<file path="src/rtl/comparator_cal_pkg.sv">
// Shared types and helpers for the comparator array with SAR offset calibration.
// Analog quantities are carried as signed 32-bit microvolt samples.
package comparator_cal_pkg;

    localparam int VW = 32;

    typedef enum logic [1:0] {
        IDLE  = 2'd0,
        TRIAL = 2'd1,
        DONE  = 2'd2
    } cal_state_e;

    // Trim correction for an offset-binary code, in the same microvolt units as lsb_uv.
    function automatic int trim_to_volts(input int code, input int lsb_uv, input int trim_w);
        return (code - (1 << (trim_w - 1))) * lsb_uv;
    endfunction

    function automatic logic vote_ok(input int ones, input int nvote);
        return (2 * ones) >= nvote;
    endfunction

    function automatic int volts_to_uv(input real v);
        return int'(v * 1.0e6);
    endfunction

endpackage

</file>
<file path="src/rtl/comparator_slice.sv">
// One comparator channel: offset and trim correction, hysteresis and the decision register.
// Also reports the shorted-input decision for a given trial code during calibration.
module comparator_slice
    import comparator_cal_pkg::*;
#(
    parameter int TRIM_W       = 6,
    parameter int LSB_UV       = 1000,
    parameter int HALF_HYST_UV = 0,
    parameter int OFF_UV       = 0
) (
    input  logic              clk,
    input  logic              rstn,
    input  logic              hold,
    input  logic              vdd_ok,
    input  logic [VW-1:0]     inp,
    input  logic [VW-1:0]     inn,
    input  logic [TRIM_W-1:0] trim,
    input  logic [TRIM_W-1:0] cal_code,
    output logic              cal_bit,
    output logic              out
);

    localparam logic signed [VW+1:0] OFF     = (VW+2)'(OFF_UV);
    localparam logic signed [VW+1:0] HYST_HI = (VW+2)'(HALF_HYST_UV);
    localparam logic signed [VW+1:0] HYST_LO = -HYST_HI;

    logic signed [VW+1:0] diff;
    logic signed [VW+1:0] trim_v;
    logic signed [VW+1:0] cal_v;
    logic signed [VW+1:0] d_norm;
    logic signed [VW+1:0] d_cal;
    logic                 out_q;
    logic                 out_d;

    always_comb begin
        diff    = (VW+2)'($signed(inp)) - (VW+2)'($signed(inn));
        trim_v  = (VW+2)'(trim_to_volts(int'(trim), LSB_UV, TRIM_W));
        cal_v   = (VW+2)'(trim_to_volts(int'(cal_code), LSB_UV, TRIM_W));
        d_norm  = diff + OFF - trim_v;
        d_cal   = OFF - cal_v;
        cal_bit = !d_cal[VW+1];
        // The current decision selects which edge of the hysteresis window applies.
        if (hold || !vdd_ok) begin
            out_d = 1'b0;
        end else if (out_q) begin
            out_d = (d_norm >= HYST_LO);
        end else begin
            out_d = (d_norm >= HYST_HI);
        end
    end

    always_ff @(posedge clk) begin
        if (!rstn) begin
            out_q <= 1'b0;
        end else begin
            out_q <= out_d;
        end
    end

    assign out = out_q;

endmodule

</file>
<file path="src/rtl/comparator_cal_array.sv">
// NCH-channel clocked comparator array with a trim register file and a shared
// SAR engine that finds each channel's offset trim by majority-voted trials.
module comparator_cal_array
    import comparator_cal_pkg::*;
#(
    parameter int  NCH         = 4,
    parameter int  TRIM_W      = 6,
    parameter real LSB         = 1.0e-3,
    parameter int  NVOTE       = 3,
    parameter real HYST        = 0.0,
    parameter real OFFSET0     = 0.0,
    parameter real OFFSET_STEP = 0.0,
    localparam int CH_W        = (NCH > 1) ? $clog2(NCH) : 1
) (
    input  logic              clk,
    input  logic              rstn,
    input  logic [VW-1:0]     vdd,
    input  logic [NCH*VW-1:0] inp,
    input  logic [NCH*VW-1:0] inn,
    input  logic              cal_start,
    input  logic              trim_wr,
    input  logic [CH_W-1:0]   trim_ch,
    input  logic [TRIM_W-1:0] trim_wdata,
    output logic [TRIM_W-1:0] trim_rdata,
    output logic [NCH-1:0]    out,
    output logic              cal_busy,
    output logic              cal_done
);

    localparam int BIT_W        = (TRIM_W > 1) ? $clog2(TRIM_W) : 1;
    localparam int VOTE_W       = $clog2(NVOTE + 1);
    localparam int LSB_UV       = volts_to_uv(LSB);
    localparam int HALF_HYST_UV = volts_to_uv(HYST / 2.0);
    localparam logic [TRIM_W-1:0] MID_CODE = {1'b1, {(TRIM_W-1){1'b0}}};

    cal_state_e        state_q, state_d;
    logic [CH_W-1:0]   ch_q, ch_d;
    logic [BIT_W-1:0]  bit_q, bit_d;
    logic [TRIM_W-1:0] code_q, code_d;
    logic [VOTE_W-1:0] vote_q, vote_d;
    logic [VOTE_W-1:0] ones_q, ones_d;
    logic [TRIM_W-1:0] trim_q [NCH];
    logic [TRIM_W-1:0] trim_d [NCH];
    logic              busy_q, busy_d;
    logic              done_q, done_d;

    logic [NCH-1:0]    cal_bit;
    logic [VOTE_W-1:0] ones_next;
    logic [TRIM_W-1:0] code_res;
    logic              vdd_ok;

    assign vdd_ok = ($signed(vdd) >= 32'sd500000);

    for (genvar g = 0; g < NCH; g++) begin : g_slice
        localparam int OFF_UV = volts_to_uv(OFFSET0 + real'(g) * OFFSET_STEP);
        comparator_slice #(
            .TRIM_W      (TRIM_W),
            .LSB_UV      (LSB_UV),
            .HALF_HYST_UV(HALF_HYST_UV),
            .OFF_UV      (OFF_UV)
        ) u_slice (
            .clk     (clk),
            .rstn    (rstn),
            .hold    (state_q != IDLE),
            .vdd_ok  (vdd_ok),
            .inp     (inp[g*VW +: VW]),
            .inn     (inn[g*VW +: VW]),
            .trim    (trim_q[g]),
            .cal_code(code_q),
            .cal_bit (cal_bit[g]),
            .out     (out[g])
        );
    end

    // SAR sequencing: NVOTE votes per bit, TRIM_W bits per channel, channels in order.
    always_comb begin
        state_d   = state_q;
        ch_d      = ch_q;
        bit_d     = bit_q;
        code_d    = code_q;
        vote_d    = vote_q;
        ones_d    = ones_q;
        trim_d    = trim_q;
        busy_d    = busy_q;
        done_d    = 1'b0;
        ones_next = ones_q + VOTE_W'(cal_bit[ch_q]);
        code_res  = vote_ok(int'(ones_next), NVOTE) ? code_q
                                                    : (code_q & ~(TRIM_W'(1) << bit_q));
        unique case (state_q)
            IDLE: begin
                if (trim_wr && (int'(trim_ch) < NCH)) begin
                    trim_d[trim_ch] = trim_wdata;
                end
                if (cal_start) begin
                    state_d = TRIAL;
                    ch_d    = '0;
                    bit_d   = BIT_W'(TRIM_W - 1);
                    code_d  = MID_CODE;
                    vote_d  = '0;
                    ones_d  = '0;
                    busy_d  = 1'b1;
                end
            end
            TRIAL: begin
                if (vote_q == VOTE_W'(NVOTE - 1)) begin
                    vote_d = '0;
                    ones_d = '0;
                    if (bit_q == '0) begin
                        trim_d[ch_q] = code_res;
                        if (ch_q == CH_W'(NCH - 1)) begin
                            state_d = DONE;
                            busy_d  = 1'b0;
                            done_d  = 1'b1;
                        end else begin
                            ch_d   = ch_q + CH_W'(1);
                            bit_d  = BIT_W'(TRIM_W - 1);
                            code_d = MID_CODE;
                        end
                    end else begin
                        bit_d  = bit_q - BIT_W'(1);
                        code_d = code_res | (TRIM_W'(1) << (bit_q - BIT_W'(1)));
                    end
                end else begin
                    vote_d = vote_q + VOTE_W'(1);
                    ones_d = ones_next;
                end
            end
            DONE: begin
                state_d = IDLE;
            end
            default: begin
                state_d = IDLE;
                busy_d  = 1'b0;
            end
        endcase
    end

    always_ff @(posedge clk) begin
        if (!rstn) begin
            state_q <= IDLE;
            ch_q    <= '0;
            bit_q   <= '0;
            code_q  <= '0;
            vote_q  <= '0;
            ones_q  <= '0;
            busy_q  <= 1'b0;
            done_q  <= 1'b0;
            for (int i = 0; i < NCH; i++) begin
                trim_q[i] <= MID_CODE;
            end
        end else begin
            state_q <= state_d;
            ch_q    <= ch_d;
            bit_q   <= bit_d;
            code_q  <= code_d;
            vote_q  <= vote_d;
            ones_q  <= ones_d;
            busy_q  <= busy_d;
            done_q  <= done_d;
            trim_q  <= trim_d;
        end
    end

    assign trim_rdata = (int'(trim_ch) < NCH) ? trim_q[trim_ch] : '0;
    assign cal_busy   = busy_q;
    assign cal_done   = done_q;

endmodule

</file>
<file path="config.mk">
export PLATFORM = sky130hd
export DESIGN_NAME = comparator_cal_array
export DESIGN_NICKNAME = d
export VERILOG_FILES = /design/src/rtl/comparator_cal_pkg.sv /design/src/rtl/comparator_slice.sv /design/src/rtl/comparator_cal_array.sv
export SDC_FILE = /design/constraint.sdc
export NUM_CORES = 1
export LEC_CHECK = 0
export ABC_AREA = 1
export CAP_MARGIN = 20
export CORE_ASPECT_RATIO = 2
export CORE_MARGIN = 3
export CORE_UTILIZATION = 50
export DETAILED_ROUTE_END_ITERATION = 7
export HOLD_SLACK_MARGIN = 0.15
export PLACE_DENSITY = 0.88
export SYNTH_ARGS = -nofsm -noshare
export SYNTH_HDL_FRONTEND = slang
export SYNTH_SLANG_ARGS = --single-unit
</file>
<file path="constraint.sdc">
create_clock -name clk -period 6.15 [get_ports clk]
set_input_delay 1.23 -clock clk [delete_from_list [all_inputs] [get_ports clk]]
set_output_delay 1.23 -clock clk [all_outputs]
set_load 0.005 [all_outputs]
</file>
======== After elaboration in Yosys (flattened, before gate mapping) ========
Cells that the tools add are included.
storage, ports and cells
  logic and storage cells ................. 133
  bits in registers ....................... 47
  ROM bits ................................ 0
  bits of input ports ..................... 300
  RAM bits ................................ 0
  bits in latches ......................... 0
  memories kept ........................... 0
cells by class
  $add $sub $neg .......................... 18
  shift operators ......................... 2
  reductions and logical operators ........ 17
  equality and inequality tests ........... 11
  div/mod/pow operators ................... 0
  multiply operators ...................... 5
  multiplexer cells ....................... 46
  order comparisons ....................... 11
  bitwise gates (word level) .............. 7
operators with widths
  operator                                                                  count
  34-bit by 1-bit >= comparator with 1-bit output (second input constant)   4
  33-bit by 18-bit subtractor with 34-bit output                            4
  32-bit by 32-bit subtractor with 33-bit output                            4
  7-bit by 8-bit multiplier with 15-bit output (second input constant)      5
  24-bit two-way mux                                                        3
  6-bit two-way mux                                                         9
  24-bit bitwise mux                                                        2
  24-bit case mux with 2 select lines                                       1
  6-bit by 6-bit subtractor with 7-bit output (second input constant)       5
  1-bit by 32-bit subtractor with 33-bit output (first input constant)      1
  32-bit by 20-bit >= comparator with 1-bit output (second input constant)  1
  6-bit demux with 2-bit select                                             2
  2-bit two-way mux                                                         10
  2-bit case mux with 2 select lines                                        4
  4-bit AND reduction                                                       4
  6-bit binary-select mux with 2-bit select                                 1
  3-bit two-way mux                                                         4
  2-bit inequality test (second input constant)                             6
  6-bit case mux with 2 select lines                                        1
  1-bit by 3-bit left shift with 6-bit output (first input constant)        2
  5-bit AND reduction                                                       2
  6-bit bitwise AND                                                         1
  2-bit == test (second input constant)                                     3
  3-bit >= comparator (second input constant)                               2
  other kinds (24)                                                          36

======== Depth between registers and ports, before layout ========
Gate-level depths: netlist of run 1.
  depth in word-level cells ............... 13
  mapped depth ............................ 35

======== By module ========
A second synthesis of run 1 with hierarchy kept.
unflattened totals
  cells, all modules ...................... 2821
  area total of the unflattened synthesis .. 19197.2 um^2
by module, submodules not included
  module                                 times used  cells an instance  area each (um^2)
  comparator_slice (g_slice[0].u_slice)  1           590                4180.3
  comparator_slice (g_slice[2].u_slice)  1           584                4092.7
  comparator_slice (g_slice[3].u_slice)  1           596                4092.7
  comparator_slice (g_slice[1].u_slice)  1           587                4053.9
  comparator_cal_array                   1           464                2777.7

======== Worst setup path after synthesis of run 1 ========
Ideal clock, no wire load.
  path kind ............................... register -> register
  start point ............................. reg trim_q[19] in the netlist's numbering
  end point ............................... reg g_slice[0].u_slice.out_q
  arrival ................................. 4.779 ns
  stages on the path, launching flop included .. 23
  path slack .............................. 1.256 ns
  buffers on the path ..................... 0
  setup time .............................. 0.115 ns
  period minus slack after synthesis ...... 4.894 ns
  required time ........................... 6.035 ns
  cell sequence ........................... dfxtp_1 fa_1 inv_1 ha_1 fa_1 fa_1 ha_1 a21oi_1 o21ai_0 a21oi_1 nor2_1 nor2_1 xor2_1 fa_1 ha_1 nand2_1 nor2_1 and2_1 nand3b_1 nand3_1 nand2_1 a21oi_1 nor2_1
between the ends
  longest elaborated chain between the ends .. 4
RTL lines
  what                                             line                                            RTL
  start: declaration                               comparator_cal_array.sv:42                      logic [TRIM_W-1:0] trim_q [NCH];
  start signal: assignment                         comparator_cal_array.sv:160                     trim_q <= trim_d;
  6-bit by 6-bit subtractor with 7-bit output      comparator_cal_pkg.sv:15                        return (code - (1 << (trim_w - 1))) * lsb_uv;
  7-bit by 8-bit multiplier with 15-bit output     comparator_cal_pkg.sv:15
  33-bit by 18-bit subtractor with 34-bit output   comparator_slice.sv:39                          d_norm = diff + OFF - trim_v;
  34-bit by 1-bit >= comparator with 1-bit output  comparator_slice.sv:46, comparator_slice.sv:48
  end signal: assignment                           comparator_slice.sv:56                          out_q <= out_d;
  end: declaration                                 comparator_slice.sv:32                          logic out_q;
No other way between the ends.
A chain may end at the register's enable or synchronous reset.

======== Final worst setup path of run 1 ========
  start point ............................. reg trim_q[8] in the netlist's numbering
  end point ............................... reg g_slice[2].u_slice.out_q
between the ends
  longest elaborated chain between the ends .. 4
RTL lines
  what                                             line
  6-bit by 6-bit subtractor with 7-bit output      comparator_cal_pkg.sv:15
  7-bit by 8-bit multiplier with 15-bit output     comparator_cal_pkg.sv:15
  33-bit by 18-bit subtractor with 34-bit output   comparator_slice.sv:39
  34-bit by 1-bit >= comparator with 1-bit output  comparator_slice.sv:46, comparator_slice.sv:48
  end signal: assignment                           comparator_slice.sv:56
  end: declaration                                 comparator_slice.sv:32
No other way between the ends.

==> results of run 1 <==
cell type report:
| type | instances | area [sq um] |
|---|---|---|
| timing repair buffer | 310 | 3090 |
| clock buffer | 6 | 129 |
| sequential | 47 | 941 |
| fill | 2549 | 11000 |
| multi-input combinational | 1602 | 12000 |
| clock inverter | 2 | 17.5 |
| inverter | 508 | 1910 |
| tap | 364 | 455 |
flip-flops by register name (all words and copies together) (netlist names):
register,flops
trim_q,24
code_q,6
g_slice.u_slice.out,4
bit_q,3
ch_q,2
ones_q,2
state_q,2
vote_q,2
cal_busy,1
cal_done,1
report_power, final:
group | switching, mW | internal (mW) | total (mW) | leakage (nW)
Clock | 0.136 | 0.153 | 0.289 | 0.0710
Sequential | 0.0573 | 0.338 | 0.396 | 0.383
Combinational | 1.49 | 1.15 | 2.64 | 10.4
cell usage after synthesis, types with 15 or more instances:
library cell,instances
a21o_1,15
nor2_1,130
nand4_1,19
o21ai_0,41
xor2_1,35
o22ai_1,24
nand3_1,52
a21oi_1,110
ha_1,381
inv_1,494
fa_1,105
nand2_2,22
nand2_1,579
dfxtp_1,47
per-layer routing:
metal,vias to the layer above,share of wire (%),wire (um),track usage (%)
li1,7402,-,-,-
met1,6803,33,13300,21.6
met2,448,57,22900,51.8
met3,139,4.5,1790,2.57
met4,2,5.3,2140,12.3
met5,-,0.032,13,0
through the flow:
step                      utilization (%)  cells
final                                62.7   2839
after global placement               62.2   2831
after global routing                 62.7   2839
after floorplan                         -   2174
after detailed placement             62.2   2831
after CTS                            62.7   2839
path summary, 6_finish.rpt:
| check | slack, ns | depth (start not counted) | from | endpoint |
|---|---|---|---|---|
| min | 0.44 | 1 | vote_q[0]$_SDFFE_PN0P_ | vote_q[0]$_SDFFE_PN0P_ |
| max reg2reg | 0.50 | 24 | trim_q[8]$_SDFFE_PN0P_ | g_slice[2].u_slice.out$_SDFF_PP0_ |
| min reg2reg | 0.44 | 1 | vote_q[0]$_SDFFE_PN0P_ | vote_q[0]$_SDFFE_PN0P_ |
| max | 0.50 | 24 | trim_q[8]$_SDFFE_PN0P_ | g_slice[2].u_slice.out$_SDFF_PP0_ |
logic make-up (layout without fill, tap and decap cells):
kind of cell,Yosys count,in the layout,synth area share (%)
compound gates,235,235,8.88
xor+xnor,43,43,2.51
buf+inv,525,826,13.7
simple gates,838,838,23.0
fa+ha+maj,486,486,45.7
flops,47,47,6.26
==> results.toml, run 1 <==
[logic_synthesis]
avgSynthCellArea_sq_um = 6.91
syn-num-nets = 2960
synth_area_sq_um = 15000
async_reset_ff_share_pct = 0
synth_top_area_cell = "ha_1"
netlist_instances = 2174
synth_cell_types = 46
synth_edf_count = 0
yosys.area.top_type_share_pct = 31.7
seq_area_frac_synth_pct = 6.26
ys_ff_latch = 47
ys_warn_count = 0
synth_top_flop_cell = "dfxtp_1"
synth.area.top_cells = "ha_1, nand2_1, fa_1"

[timing]
post-route-period-util_pct = 91.8
drv_slew = 0
fmax_ghz = 0.177
setup_tns_ns = 0
finalSetupViolCount = 0
whs_ns = 0.438
finClkSkew_ns = 0.00391
tightest_slew_ns = 0.798
rsz0062_at_grt = "false"
period_minus_slack_ns = 5.65
hold_violations = 0
maxSlewHeadroom_pct = 46.2
setup_ws_ns = 0.504

[cts]
post_cts_buffers = 0
postCtsResizedCells = 0
path_clk_slew_ns = 0.07
htree_levels = 2
cts_hold_buf = 0
clockBufferDepth = 2
clk_latency_ns = 0.30
cts_tree = "done"
cts.sinks = 47
cts_root_buf = "clkbuf_16"
numCtsBuffers = 5

[finish]
layout_common_cells = "nand2_1, inv_1, ha_1"
diodes = 0
final_common_cell = "nand2_1"
stdcell_area_sq_um = 18600
areaGrowthSynthToFinish_pct = 23.6
drive_gt1_share_pct = 2.59
nets = 3260

[grt]
grt_first_pass_wirelength_mm = 66.0
antenna_found_initial = 1
grt_overflow = 0
grt_max_degree = 29
grt_pass1_vias = 15800
track_usage_pct = 24.6

[floorplan]
die_h_um = 251
pin_count = 312
die_area_sq_um = 32300
die_x_um = 129
core_sq_um = 29600
start_util_pct = 50.7
core.rowCount = 89

[route]
remaining_drc_errors = 0
dr.pass1.iters = 5
wire_per_inst_um = 14.2
avgViaCountPerCell = 5.21
drt_iter0_markers = 376
vias = 14800
wirelength_mm = 40.2
ant_nets = 0

[placement]
placed_area_sq_um = 18400
pre_cts_ws_ns = 0.529
dp_hpwl_mm = 35.7
gp_congestion = 0.939
io_buffers = 306

[pwr]
p_total_mw = 3.32
power_density_nw_per_um2 = 179
power.leakage_nw = 10.8
ir_drop_v = 0.000122

[critical_path]
crit_arrival_ns = 5.89
cp_max_fo = 15
cp.buffers_inverters = 2
cp.required_ns = 6.39
crit_path_cell_trace = "fa_1 > inv_1 > ha_1 > fa_1 > fa_1 > ha_1 > nand2_1 > nor2_1 > nand3_1 > nand3_1 > nand2_1 > nand2_2 > nand2_1 > nand2_1 > inv_1 > ha_1 > ha_1 > nand2_1 > nor3_1 > and3_1 > nand2_1 > nand3_1 > nand2_1 > nor2_1"
endpoint_kind = "flop"
cp_common_cell = "nand2_1"
critPathKind = "flop to flop"
critPathMaxStageDelay_ns = 0.54
slowest_stage = "dfxtp_1"
start_kind = "flop"
path_delay_family = "adder cells"

[status]
status = "finished, final reports clean"

[min_path]
min_path_type = "flop to flop"

[run]
drv_cap = 0
Power figures use the tool's default switching activity.
==> inputs of run 2 (changes only) <==
Settings changed: CELL_PAD_IN_SITES_DETAIL_PLACEMENT from default to 1, CELL_PAD_IN_SITES_GLOBAL_PLACEMENT from default to 2, CORE_UTILIZATION 50 to 31, PLACE_DENSITY 0.88 to 0.93, SYNTH_HIERARCHICAL from default to 1.
==> results.toml, run 2 <==
[status]
status = "finished, final reports clean"

[finish]
regMostFlops = "trim_q"
fill_cells = 7877
instances_no_fill = 3939
postLayoutCoreUtil_pct = 38.4
drive_gt1_share_pct = 4.79
nets = 4067
layout_common_cells = "nand2_1, inv_1, ha_1"
final_common_cell = "nand2_1"
areaGrowthSynthToFinish_pct = 22.5
largest_register_ff_count = 24

[route]
remaining_drc_errors = 0
dr.pass1.iters = 4
drt_iter0_markers = 418
wire_per_inst_um = 15.2
ant_nets = 0
avgViaCountPerCell = 4.71
vias = 18500
wirelength_mm = 60.1

[floorplan]
core_sq_um = 61200
start_util_pct = 31.4
pin_count = 312
core.rowCount = 128
die_area_sq_um = 65100
die_x_um = 182
die_h_um = 358

[timing]
finalSetupViolCount = 0
finClkSkew_ns = 0.00915
fmax_ghz = 0.179
tightest_slew_ns = 0.553
setup_ws_ns = 0.554
period_minus_slack_ns = 5.60
maxSlewHeadroom_pct = 63.1
setup_tns_ns = 0
drv_slew = 0
rsz0062_at_grt = "false"
post-route-period-util_pct = 91.0
hold_violations = 0

[logic_synthesis]
synth_area_sq_um = 19200
seq_area_frac_synth_pct = 4.90
yosysMostFrequentCell = "nand2_1"
ys_warn_count = 6
synth_edf_count = 0
async_reset_ff_share_pct = 0
ys_top_cells_by_count = "nand2_1, inv_1, ha_1"
synth_top_area_cell = "ha_1"
avgSynthCellArea_sq_um = 6.81
synth_top_flop_cell = "dfxtp_1"
syn-num-nets = 3734
yosys.area.top_type_share_pct = 31.1
synth_cell_types = 53
netlist_instances = 2821
ys_ff_latch = 47
synth.area.top_cells = "ha_1, nand2_1, fa_1"

[cts]
cts_root_buf = "clkbuf_16"
post_cts_buffers = 0
postCtsResizedCells = 0
clk_latency_ns = 0.31
numCtsBuffers = 5
cts.sinks = 47
cts_hold_buf = 0
clockBufferDepth = 2
cts_tree = "done"
htree_levels = 2
path_clk_slew_ns = 0.07

[grt]
antenna_found_initial = 2
grt_max_degree = 37
grt_pass1_vias = 20400
track_usage_pct = 18.1
grt_first_pass_wirelength_mm = 96.2
grt_overflow = 0

[min_path]
min_path_type = "flop to flop"
hold_depth = 2

[pwr]
power.switching_mw = 1.80
pwr-share-clk_pct = 8.9
intPower_mw = 1.73
power_density_nw_per_um2 = 150
combPwrFrac_pct = 80.7
power.leakage_nw = 13.7
swShare_pct = 51.0
ir_drop_v = 0.000102
p_total_mw = 3.54
power.share.sequential_pct = 10.4

[critical_path]
critPathKind = "flop to flop"
start_kind = "flop"
cp_max_fo = 8
ff2ff_setup_slack_ns = 0.55
r2r.worst_path.cells = 25
endpoint_kind = "flop"
cp.required_ns = 6.35
crit_arrival_ns = 5.79

[placement]
dp_hpwl_mm = 54.4
io_buffers = 306
dp.cells = 3927
pre_cts_ws_ns = 0.504
gp_congestion = 0.837

[run]
drv_cap = 0
## run 2: changes by cell type after synthesis, moves of 31 or more
cell	before	now
nand2_1	579	776
nor2_1	130	209
nand3_1	52	130
ha_1	381	477
fa_1	105	136
inv_1	494	610
## run 2: power by group through the flow
stage	Clock, mW	Combinational (mW)	Sequential [mW]
2_1_floorplan	0	2.00	0.375
3_3_place_gp	0	2.80	0.374
3_5_place_dp	0	2.91	0.375
4_1_cts	0.320	2.93	0.368
5_1_grt	0.328	3.35	0.372
6_report	0.313	2.85	0.367
## run 2: critical path: stages, from the launching register on
cell     delay [ns]
dfxtp_1        0.58
inv_1          0.30
ha_1           0.40
xnor2_1        0.21
xor2_1         0.18
inv_1          0.08
fa_1           0.46
ha_1           0.32
ha_1           0.38
a21oi_1        0.16
o21ai_0        0.14
a21oi_1        0.23
nor2_1         0.06
nor2_1         0.11
xor2_1         0.31
fa_1           0.48
ha_1           0.31
nand2_1        0.05
nor2_1         0.12
nand2_1        0.08
nor2_1         0.10
nand2_1        0.06
nand3_1        0.11
nand2_1        0.08
a21oi_1        0.13
nor2_1         0.06
## run 2: area by class of cell
class                           instances  area [sq um]  share of cell area [%]
Inverter                              633          2380                    10.1
Clock buffer                            7           153                   0.649
Tap cell                              780           976                    4.15
Sequential cell                        47           941                    4.00
Clock inverter                          1          7.51                  0.0319
Timing Repair Buffer                  344          3360                    14.3
Multi-Input combinational cell       2123         15700                    66.7
Antenna cell                            4          10.0                  0.0426
## run 2: worst paths after layout
path	endpoint	startpoint
setup reg to reg	g_slice[2].u_slice/out$_SDFF_PP0_	trim_q[11]$_SDFFE_PN1P_
hold / removal	ones_q[0]$_SDFFE_PN0P_	ones_q[0]$_SDFFE_PN0P_
hold reg to reg	ones_q[0]$_SDFFE_PN0P_	ones_q[0]$_SDFFE_PN0P_
setup / recovery	g_slice[2].u_slice/out$_SDFF_PP0_	trim_q[11]$_SDFFE_PN1P_
## run 2: cells by family (layout without fill, tap and decap cells)
family	Yosys count	in the layout	synth area share, %
AOI/OAI and AO/OA	210	210	6.44
xor gates and xnor gates	53	53	2.42
adders and majority gates	613	613	45.3
buffers and inverters	651	985	13.4
DFF	47	47	4.90
other	0	4	0
and+or+nand+nor	1247	1247	27.6
## run 2: through the flow
stage	hold slack, ns	cell area [sq um]
final	0.478	23500
after floorplan	0.449	19200
after CTS	0.479	23500
after global placement	0.457	23300
after detailed placement	0.469	23300
after global routing	0.515	23500
## run 2: routing by layer
metal | vias up | global-route usage, % | wire length, um
li1 | 9413 | - | -
met1 | 8783 | 17.8 | 21700
met2 | 289 | 39.8 | 35600
met3 | 64 | 1.24 | 1600
met4 | 0 | 3.42 | 1110
met5 | - | 0 | 0
